### config.mk
export PLATFORM = sky130hd
export DESIGN_NAME = echo_ranger
export DESIGN_NICKNAME = d
export VERILOG_FILES = /design/src/rtl/echo_ranger.sv
export SDC_FILE = /design/constraint.sdc
export NUM_CORES = 1
export LEC_CHECK = 0
export CAP_MARGIN = 40
export CORE_MARGIN = 3
export CORE_UTILIZATION = 44
export DETAILED_ROUTE_END_ITERATION = 7
export SETUP_SLACK_MARGIN = 0.02
export SYNTH_ARGS = -nofsm -noshare
export SYNTH_HDL_FRONTEND = slang
export SYNTH_SLANG_ARGS = --single-unit
### constraint.sdc
create_clock -name clk -period 14.4 [get_ports clk]
set_input_delay 2.88 -clock clk [delete_from_list [all_inputs] [get_ports clk]]
set_output_delay 2.88 -clock clk [all_outputs]
set_load 0.02 [all_outputs]
### src/rtl/echo_ranger.sv
// echo_ranger: ultrasonic range finder. It fires a trigger pulse once per period,
// times the returned echo in microseconds and converts the width to millimetres.
// Optional build macro RANGER_AVG_EN: report the mean of the last 4 good results.
module echo_ranger #(
  parameter int CLK_MHZ    = 50,
  parameter int TRIG_US    = 10,
  parameter int PERIOD_MS  = 60,
  parameter int TIMEOUT_US = 30000
) (
  input  logic        clk,
  input  logic        rst_n,
  input  logic        echo,
  output logic        trig,
  output logic [13:0] distance,
  output logic        valid,
  output logic        timeout
);

  localparam int PERIOD_US = PERIOD_MS * 1000;
  localparam int PW        = (CLK_MHZ > 1) ? $clog2(CLK_MHZ) : 1;
  localparam int CNT_MAX   = (TIMEOUT_US > TRIG_US) ? TIMEOUT_US : TRIG_US;
  localparam int CW        = $clog2(CNT_MAX + 1);
  localparam int PERW      = $clog2(PERIOD_US + 1);

  typedef enum logic [2:0] {IDLE, TRIG, WAIT_RISE, MEASURE, CALC} state_t;

  state_t          state_q, state_d;
  logic            sync1_q, sync1_d;
  logic            sync2_q, sync2_d;
  logic            echo_prev_q, echo_prev_d;
  logic [PW-1:0]   presc_q, presc_d;
  logic [CW-1:0]   cnt_q, cnt_d;
  logic [PERW-1:0] period_q, period_d;
  logic            start_q, start_d;
  logic            valid_q, valid_d;
  logic            timeout_q, timeout_d;
  logic [13:0]     dist_q, dist_d;

  logic            tick;
  logic            echo_rise;
  logic            echo_fall;
  logic [29:0]     prod;
  logic [13:0]     raw_mm;
  logic [13:0]     new_mm;

  // 11239/65536 mm per us approximates half the speed of sound.
  assign prod   = 30'(cnt_q) * 30'd11239;
  assign raw_mm = 14'(prod >> 16);

`ifdef RANGER_AVG_EN
  logic [13:0] hist_q [3];
  logic [13:0] hist_d [3];
  logic [15:0] sum;

  // Sliding window: the new raw result plus the three previous good ones.
  always_comb begin
    sum       = 16'(raw_mm) + 16'(hist_q[0]) + 16'(hist_q[1]) + 16'(hist_q[2]);
    new_mm    = 14'(sum >> 2);
    hist_d[0] = hist_q[0];
    hist_d[1] = hist_q[1];
    hist_d[2] = hist_q[2];
    if (state_q == CALC) begin
      hist_d[0] = raw_mm;
      hist_d[1] = hist_q[0];
      hist_d[2] = hist_q[1];
    end
  end

  // History registers; cleared to zero so early averages ramp up from reset.
  always_ff @(posedge clk or negedge rst_n) begin
    if (!rst_n) begin
      hist_q[0] <= '0;
      hist_q[1] <= '0;
      hist_q[2] <= '0;
    end else begin
      hist_q[0] <= hist_d[0];
      hist_q[1] <= hist_d[1];
      hist_q[2] <= hist_d[2];
    end
  end
`else
  assign new_mm = raw_mm;
`endif

  // Edges come only from the synchronized copy of the asynchronous echo pin.
  assign echo_rise = sync2_q & ~echo_prev_q;
  assign echo_fall = ~sync2_q & echo_prev_q;
  assign tick      = (presc_q == PW'(CLK_MHZ - 1));

  // Next-state, counter and output logic for the measurement sequencer.
  always_comb begin
    state_d     = state_q;
    sync1_d     = echo;
    sync2_d     = sync1_q;
    echo_prev_d = sync2_q;
    presc_d     = tick ? '0 : presc_q + PW'(1);
    cnt_d       = cnt_q;
    start_d     = start_q;
    valid_d     = 1'b0;
    timeout_d   = timeout_q;
    dist_d      = dist_q;
    // Period count saturates one short of the period so a late-finishing
    // measurement triggers again on the next tick after reaching IDLE.
    period_d    = (tick && period_q != PERW'(PERIOD_US - 1)) ? period_q + PERW'(1) : period_q;

    case (state_q)
      IDLE: begin
        cnt_d = '0;
        if (tick && (start_q || period_q == PERW'(PERIOD_US - 1))) begin
          state_d  = TRIG;
          period_d = '0;
          start_d  = 1'b0;
        end
      end
      TRIG: begin
        if (tick) begin
          if (cnt_q == CW'(TRIG_US - 1)) begin
            state_d = WAIT_RISE;
            cnt_d   = '0;
          end else begin
            cnt_d = cnt_q + CW'(1);
          end
        end
      end
      WAIT_RISE: begin
        if (echo_rise) begin
          state_d = MEASURE;
          cnt_d   = '0;
          presc_d = '0;
        end else if (tick) begin
          if (cnt_q == CW'(TIMEOUT_US - 1)) begin
            state_d   = IDLE;
            timeout_d = 1'b1;
            cnt_d     = '0;
          end else begin
            cnt_d = cnt_q + CW'(1);
          end
        end
      end
      MEASURE: begin
        if (echo_fall) begin
          state_d = CALC;
        end else if (tick) begin
          if (cnt_q == CW'(TIMEOUT_US - 1)) begin
            state_d   = IDLE;
            timeout_d = 1'b1;
            cnt_d     = '0;
          end else begin
            cnt_d = cnt_q + CW'(1);
          end
        end
      end
      CALC: begin
        dist_d    = new_mm;
        valid_d   = 1'b1;
        timeout_d = 1'b0;
        state_d   = IDLE;
      end
      default: state_d = IDLE;
    endcase
  end

  // State and datapath registers with asynchronous clear.
  always_ff @(posedge clk or negedge rst_n) begin
    if (!rst_n) begin
      state_q     <= IDLE;
      sync1_q     <= 1'b0;
      sync2_q     <= 1'b0;
      echo_prev_q <= 1'b0;
      presc_q     <= '0;
      cnt_q       <= '0;
      period_q    <= '0;
      start_q     <= 1'b1;
      valid_q     <= 1'b0;
      timeout_q   <= 1'b0;
      dist_q      <= '0;
    end else begin
      state_q     <= state_d;
      sync1_q     <= sync1_d;
      sync2_q     <= sync2_d;
      echo_prev_q <= echo_prev_d;
      presc_q     <= presc_d;
      cnt_q       <= cnt_d;
      period_q    <= period_d;
      start_q     <= start_d;
      valid_q     <= valid_d;
      timeout_q   <= timeout_d;
      dist_q      <= dist_d;
    end
  end

  assign trig     = (state_q == TRIG);
  assign distance = dist_q;
  assign valid    = valid_q;
  assign timeout  = timeout_q;

endmodule

Yosys cells after proc, flatten, opt, wreduce, memory -nomap -nowiden
Cells that the tools add are included.

storage, ports and cells
  register bits after elaboration = 59
  memory bits (read-only) = 0
  memories kept = 0
  output and inout port bits = 17
  bits of input ports = 3
  RAM bits = 0
  bits in latches = 0
  logic and storage cells = 70

cells by class
  $lt $le $gt $ge = 0
  reductions and logical operators = 10
  div/mod/pow operators = 0
  multiply operators = 1
  shifts and indexed selects = 0
  add/subtract/negate cells = 3
  eq/ne operators = 14
  bitwise gates (word level) = 4
  muxes and demuxes = 27

operator list
  operator                                                                  count
  15-bit two-way mux                                                        6
  15-bit one-hot mux with 4 select lines                                    1
  16-bit two-way mux                                                        3
  15-bit by 14-bit multiplier with 29-bit output (second input constant)    1
  3-bit two-way mux                                                         7
  6-bit two-way mux                                                         3
  16-bit by 1-bit adder with 16-bit output (second input constant)          1
  16-bit equality test (second input constant)                              1
  16-bit inequality test (second input constant)                            1
  15-bit by 1-bit adder with 15-bit output (second input constant)          1
  15-bit equality test (second input constant)                              1
  15-bit by 4-bit equality test with 1-bit output (second input constant)   1
  3-bit one-hot mux with 4 select lines                                     1
  3-bit AND reduction                                                       3
  6-bit by 1-bit adder with 6-bit output (second input constant)            1
  3-bit by 2-bit equality test with 1-bit output (second input constant)    2
  6-bit equality test (second input constant)                               1
  2-bit inequality test (second input constant)                             3
  1-bit two-way mux                                                         5
  2-bit by 1-bit inequality test with 1-bit output (second input constant)  2
  4-bit nonzero test                                                        1
  3-bit by 1-bit equality test with 1-bit output (second input constant)    1
  3-bit equality test (second input constant)                               1
  3-bit zero test                                                           1
  7 further kinds                                                           10

Depth between registers and ports, before layout
Gate-level depths: netlist (run 1).

  depth in word-level cells = 5
  depth in mapped cells = 19
  mapped depth without buffers = 19

Least setup slack after synthesis (run 1)
Ideal clock, no wire load.

  path kind = register to register
  from = register cnt_q[7]
  to = register dist_q[7], in the netlist distance[7]
  arrival = 5569 ps
  cell stages (with the launch flop) = 18
  path buffers = 0
  library setup time = 87 ps
  setup slack = 8744 ps
  data required time = 14313 ps
  clock period less this slack = 5656 ps
  path through = dfrtp_1 fa_1 inv_1 fa_1 inv_1 fa_1 fa_1 fa_1 inv_1 fa_1 inv_1 ha_1 and3_1 nand4_1 nor4b_1 or3_1 or4b_2 o211ai_1

on the way
  cells in the longest elaborated chain, start to end = 1

RTL lines
  element                                         line  RTL
  start, declared                                 32    logic [CW-1:0] cnt_q, cnt_d;
  start signal, assigned                          183   cnt_q <= cnt_d;
  15-bit by 14-bit multiplier with 29-bit output  47    assign prod = 30'(cnt_q) * 30'd11239;
  end signal, assigned                            188   dist_q <= dist_d;
  end, declared                                   37    logic [13:0] dist_q, dist_d;

No other way between the ends.
A chain may end at the register's enable or synchronous reset.

Worst setup path after layout (run 1)
Same ends and word-level chain as after synthesis.

==> metrics.md, run 1 <==
| Metric | Value |
|---|---|
| Status | complete, no violations |
| Worst Path Class, Setup | reg -> reg |
| Fraction of registers with async set/reset | between 90% and 100% |
| Root Driver | clkbuf_16 |
| Port buffer count | 18 |
| Post-synth EDFFs | 0 |
| Gpl congestion | between 0.8 and 0.9 |
| Leak | roughly 4.6 nW |
| Cts repair resizes | 0 |
| Setup ws final | between 8 and 9 ns |
| GRT overflow | 0 |
| CP Max Fanout | 11 |
| Distinct cell type count after synthesis | 65 |
| Syn Inst Count | around 820 |
| CP most frequent cell | fa_1 |
| Setup tns final | 0 ns |
| Die height | 139 um |
| # nets final | around 1100 |
| Post-CTS Setup Bufs | 0 |
| ANT cells | 0 |
| Cts hold-fix bufs | 0 |
| DRC Markers | 0 |
| Die Wd | about 140 um |
| WP data arrival | 6.40 ns |
| Sequential-to-total area share from yosys stat | a little under a fifth |
| Core Box Area | ~17000 sq um |
| Largest net degree at the start of global routing | 35 |
| Area of the mapped netlist | 7750 sq um |
| H-tree depth | 3 |
| Worst Clk Skew | 0.00711 ns |
| Place WS | about 8.3 ns |
| DR iter-0 viols | approximately 300 |
| CTS sink count | 59 |
| Routed WL per cell | about 17 um |
| GRT Util Overall | 19.7% |
| Crit end category | flip-flop |
| Hold path depth | 0 |
| VDD IR-drop max | roughly 0.000051 V |
| Min Tclk post-route | a little over 6 ns |
| Area contributors post-synth | fa_1, ha_1, dfrtp_1 |
| Final hold vios | 0 |
| Worst path required time | ~15 ns |
| Total CTS buffers | 9 |
| Clk buf depth | 2 |
| Count leader, synth | inv_1 |
| DRT Wirelength | about 18000 um |
| Slew headroom | 39.5% |
| Post-synthesis register bit count | slightly below 60 |
| Yosys warns | 0 |
| CP cell instances | fa_1 -> inv_1 -> fa_1 -> inv_1 -> fa_1 -> fa_1 -> fa_1 -> inv_1 -> fa_1 -> inv_1 -> ha_1 -> and3_1 -> nand4_1 -> nor4b_1 -> or3_1 -> or4b_2 -> o211ai_1 |
| Final Util | between 50% and 60% |
| Worst skew pair latency | ~0.34 ns |
| Top-area cell type share of the netlist area | between 20 and 25% |
| Max-Cap Viols | 0 |
| Row count | 47 |
| First-pass GRT wire length | 30600 um |
| Slowest-stage cell, CP | fa_1 |
| Starting density of the core | 45.8% |
| CTS tree | yes |
| Final worst-path cycle share | 42.6% |
| Primary FF master, synth | dfrtp_1 |
| Via-to-Cell Ratio | 5.46 |
| Clock transition at path regs | 0.06 ns |
| Worst-Margin Slew | roughly 0.9 ns |
| Die area | slightly below 20000 sq um |
| Synth top cells by count | inv_1, ha_1, fa_1, dfrtp_1, nor2_1 |
| Initial antenna violation count | 0 |
| Pwr Density | 50.5 nW/um^2 |
| Syn_area_per_cell | between 9 and 10 sq um |
| IO Pins | 20 |
| CP Launch Type | flip-flop |
| Slowest stage delay, CP | approximately 0.6 ns |
| Syn_nets | roughly 1000 |
| Reg2Reg Depth | 17 |
| Maximum clock rate | roughly 160 MHz |
| Fraction of layout instances using a drive strength above 1 | roughly 5% |
| Hold Path Class | reg -> reg |
| Vias in the first global route | between 5000 and 6000 |
| ANT nets after route | 0 |
| Finish-stage setup viols | 0 |
| DRT Pass-1 Iters | 4 |
| Max Slew Vio Count | 0 |
| P&R area growth vs syn | 9.79% |
| Fin Hold WS | 0.392 ns |
| Via Count | between 5000 and 6000 |
| Area leader, netlist | fa_1 |
| Post-detail-place hpwl | between 10000 and 15000 um |
| RSZ-0062 raised after global routing | false |
-- routing by layer --
metal | wire (um) | track usage, % | vias up | share of wire (%)
met2 | 8760 | 32.3 | 127 | 49
li1 | - | - | 2764 | -
met3 | 769 | 2.93 | 17 | 4.3
met1 | 8250 | 27.9 | 2881 | 46
met4 | 206 | 4.74 | 0 | 1.1
met5 | 0 | 0 | - | 0
-- area by class of cell --
cell class                      count  area, sq um
Clock inverter                      6          111
Timing Repair Buffer               22          203
Fill cell                        1625         8430
Clock buffer                       10          239
Multi-Input combinational cell    555         5490
Sequential cell                    59         1480
Tap cell                          220          275
Inverter                          189          709
-- state kept, by name, indices dropped and copies added, names as in the netlist, 3 cells and up --
register,count
presc_q,6
cnt_q,15
distance,13
state_q,3
period_q,16
-- placed cells by master, fill, tap and decap left out, drive strengths merged, types with 15 or more instances in the layout --
cell type / Yosys / routed
a21oi: 40 / 40
clkdlybuf4s50: 0 / 17
dfrtp: 58 / 58
fa: 93 / 93
ha: 122 / 122
inv: 189 / 190
nand2: 36 / 36
nand3: 21 / 21
nand4: 15 / 15
nor2: 42 / 42
o21ai: 24 / 24
-- worst max-delay path: cells and delay by family (launching register included) --
kind | cells | cell delay [ns]
AO/OA/AOI/OAI | 1 | 0.10
buffers and inverters | 4 | 0.19
AND/OR/NAND/NOR | 5 | 1.72
flip-flops | 1 | 0.57
adder cells (fa/ha/maj) | 7 | 3.46
-- metrics by stage --
step	std cells	power (mW)	instance area (sq um)
2_1_floorplan	819	0.170	7750
4_1_cts	1061	0.433	8510
5_1_grt	1061	0.442	8510
3_5_place_dp	1045	0.175	8160
3_3_place_gp	1044	0.174	8150
6_report	1061	0.430	8510
-- logic make-up (layout without fill, tap and decap cells) --
family / after synthesis / in the layout / synth area share [%]
fa+ha+maj: 215 / 215 / 43.7
buf+inv: 205 / 227 / 10.1
flops: 59 / 59 / 19.1
other cells: 1 / 1 / 0.0484
compound gates: 137 / 137 / 11.7
xor+xnor: 25 / 25 / 2.83
simple gates: 177 / 177 / 12.5
-- final timing paths --
path / startpoint / end / slack, ns
setup reg to reg: cnt_q[7]$_DFFE_PN0P_ / distance[7]$_DFFE_PN0P_ / 8.26
hold / removal: sync1_q$_DFF_PN0_ / echo_prev_d$_DFF_PN0_ / 0.39
max in group asynchronous: rst_n / start_q$_DFFE_PN1P_ / 10.96
hold reg to reg: sync1_q$_DFF_PN0_ / echo_prev_d$_DFF_PN0_ / 0.39
setup / recovery: cnt_q[7]$_DFFE_PN0P_ / distance[7]$_DFFE_PN0P_ / 8.26
min in group asynchronous: rst_n / period_q[5]$_DFF_PN0_ / 2.54
-- power by group --
group / internal, mW / total (mW) / switching [mW]
Clock: 0.174 / 0.258 / 0.0845
Combinational: 0.000712 / 0.00470 / 0.00399
Sequential: 0.166 / 0.167 / 0.000275
Total: 0.341 / 0.430 / 0.0887
(Power assumes the default switching activity.)
==> run 2, diff against run 1 <==
- clock period: 14.4 -> 5.8 ns (I/O delays scaled with it)
==> run 2 against run 1 <==
Worst setup slack worse by 8.1 ns. Flip-flop and latch count is the same. Non-clock buffer count up 37. Critical endpoint unchanged. Sequential share of layout area fell by 0.56 points.
==> metrics.md, run 2 (same netlist as run 1, synthesis figures left out) <==
| Metric | Value |
|---|---|
| Reg2reg end | distance[7]$_DFFE_PN0P_ |
| Clock transition at path regs | approximately 0.060 ns |
| Slew headroom | between 30% and 40% |
| WP data arrival | just under 6 ns |
| Slowest stage delay, CP | between 0.5 and 0.6 ns |
| Starting density of the core | a little under half |
| CP Launch Type | flip-flop |
| P&R area growth vs syn | 14.0% |
| Initial antenna violation count | 0 |
| Min Tclk post-route | roughly 5.6 ns |
| VDD IR-drop max | between 0.0001 and 0.00015 V |
| RSZ-0062 raised after global routing | false |
| DRC Markers | 0 |
| CP Max Fanout | 6 |
| Worst skew pair latency | between 0.3 and 0.4 ns |
| IO Pins | 20 |
| Die area | approximately 19000 sq um |
| Stages on worst setup path | 18 |
| Dpl cell area | around 8400 sq um |
| Hold Path Class | reg -> reg |
| ANT nets after route | 0 |
| Final hold vios | 0 |
| Worst Clk Skew | about 0.013 ns |
| Cts hold-fix bufs | 0 |
| CP Launch Point | cnt_q[6]$_DFFE_PN0P_ |
| Vias in the first global route | 5728 |
| Slowest-stage cell, CP | or4b_2 |
| Final Util | 52.2% |
| First-pass GRT wire length | 30200 um |
| Core Box Area | approximately 17000 sq um |
| Row count | 47 |
| DRT Wirelength | between 15000 and 20000 um |
| GRT overflow | 0 |
| Post-route cell area | between 8000 and 9000 sq um |
| GRT Util Overall | about a fifth |
| Finish-stage setup viols | 0 |
| Final Total Pwr | between 0.9 and 1 mW |
| Total CTS buffers | 9 |
| Via-to-Cell Ratio | between 5 and 6 |
| Most common cell after layout, fill and taps aside | inv_1 |
| Fraction of layout instances using a drive strength above 1 | ~11% |
| Reg2reg start | cnt_q[6]$_DFFE_PN0P_ |
| Crit end category | flip-flop |
| Status | complete, no violations |
| Gpl congestion | about 0.91 |
| DRT Pass-1 Iters | 5 |
| End point of the critical path | distance[7]$_DFFE_PN0P_ |
| Clk buf depth | 2 |
| Largest net degree at the start of global routing | 33 |
| Root Driver | clkbuf_16 |
| Reg2Reg Setup Slack | between 0.2 and 0.25 ns |
| CP most frequent cell | fa_1 |
| Reg2Reg Depth | 18 |
| Routed WL per cell | 16.7 um |
| Worst-Margin Slew | just over 0.9 ns |
| H-tree depth | 3 |
| Most frequent cells in the layout | inv_1, ha_1, fa_1 |
| DR iter-0 viols | between 300 and 400 |
| Leak | approximately 4.8 nW |
| Post-detail-place hpwl | approximately 15000 um |
| # nets final | approximately 1100 |
| Worst Path Class, Setup | reg -> reg |
| CTS tree | yes |
| Hold path depth | 0 |
| Top cell family by delay on the critical path | adder cells |
| ANT cells | 0 |
| Via Count | 5828 |
| Max Slew Vio Count | 0 |
| Critical path buffers and inverters | 5 |
| Die Wd | around 140 um |
| Top reg by flops | period_q |
| Maximum clock rate | 179 MHz |
| Max reg flops | 16 |
| CP cell instances | buf_4 -> fa_1 -> fa_1 -> inv_1 -> fa_1 -> inv_1 -> fa_1 -> fa_1 -> inv_1 -> fa_1 -> inv_1 -> ha_1 -> and3_4 -> nand4_1 -> nor4b_4 -> or3_1 -> or4b_2 -> o211ai_1 |
| Final worst-path cycle share | 96.5% |
| Die height | ~140 um |
| Pwr Density | 108 nW/um^2 |
| Max-Cap Viols | 0 |
| Worst path required time | 6.06 ns |
| # fillers | 1622 |
| Port buffer count | 18 |
| Fin Hold WS | between 0.3 and 0.4 ns |
| CTS sink count | 59 |
-- run 2: cell count changes in the layout (fill, tap and decap cells not counted), sizes merged --
cell and delta:
clkbuf +1, clkinvlp +2, bufinv -3, clkdlybuf4s15 +1, buf +36
-- run 2: how the worst min path moves through the flow --
| stage | from | to | slack [ns] |
|---|---|---|---|
| after floorplan | sync1_q$_DFF_PN0_ | echo_prev_d$_DFF_PN0_ | 0.33 |
| final | sync1_q$_DFF_PN0_ | echo_prev_d$_DFF_PN0_ | 0.36 |
| after CTS | sync1_q$_DFF_PN0_ | echo_prev_d$_DFF_PN0_ | 0.36 |
| after global placement | sync1_q$_DFF_PN0_ | echo_prev_d$_DFF_PN0_ | 0.39 |
| after global routing | sync1_q$_DFF_PN0_ | echo_prev_d$_DFF_PN0_ | 0.37 |
| after detailed placement | sync1_q$_DFF_PN0_ | echo_prev_d$_DFF_PN0_ | 0.35 |
-- run 2: metal layers --
layer / vias up / part of all wire (%) / track usage [%]
li1: 2830 / - / -
met1: 2881 / 48 / 28.8
met2: 99 / 46 / 29.8
met3: 18 / 4.1 / 4.72
met4: 0 / 1.4 / 4.02
met5: - / 0 / 0
-- run 2: what timing repair did --
action | CTS | global route
setup endpoints to repair | 1 | 9
buffers inserted | 0 | 3
pin swaps | 0 | 6
gates resized for setup | 2 | 21
-- run 2: power by group --
part / internal [mW] / total, mW / switching (mW)
clock: 0.313 / 0.529 / 0.216
sequential: 0.413 / 0.413 / 0.000606
combinational: 0.00178 / 0.0118 / 0.00998
total: 0.728 / 0.955 / 0.227
-- run 2: per-stage QoR --
stage / instances / worst slack, ns / TNS, ns
after CTS: 1095 / 0.0472 / 0
final: 1098 / 0.200 / 0
after floorplan: 819 / 0.144 / 0
after global routing: 1098 / 0.0343 / 0
after detailed placement: 1079 / -0.0366 / -0.0366
after global placement: 1076 / 0.0348 / 0
-- run 2: area by class of cell --
cell class | count | area, sq um | share of cell area, %
sequential | 59 | 1490 | 16.8
inverter | 189 | 709 | 8.03
clock inverter | 5 | 36.3 | 0.411
multi-input combinational | 555 | 5570 | 63.0
clock buffer | 11 | 253 | 2.86
tap | 220 | 275 | 3.11
timing repair buffer | 59 | 510 | 5.78
-- run 2: worst reg2reg max path, stage by stage, from the launching register on --
cell and delay (ns):
dfrtp_2 0.46, buf_4 0.17, fa_1 0.37, fa_1 0.49, inv_1 0.05, fa_1 0.48, inv_1 0.05, fa_1 0.47
fa_1 0.55, inv_1 0.06, fa_1 0.50, inv_1 0.04, ha_1 0.31, and3_4 0.20, nand4_1 0.14, nor4b_4 0.30
or3_1 0.17, or4b_2 0.59, o211ai_1 0.12
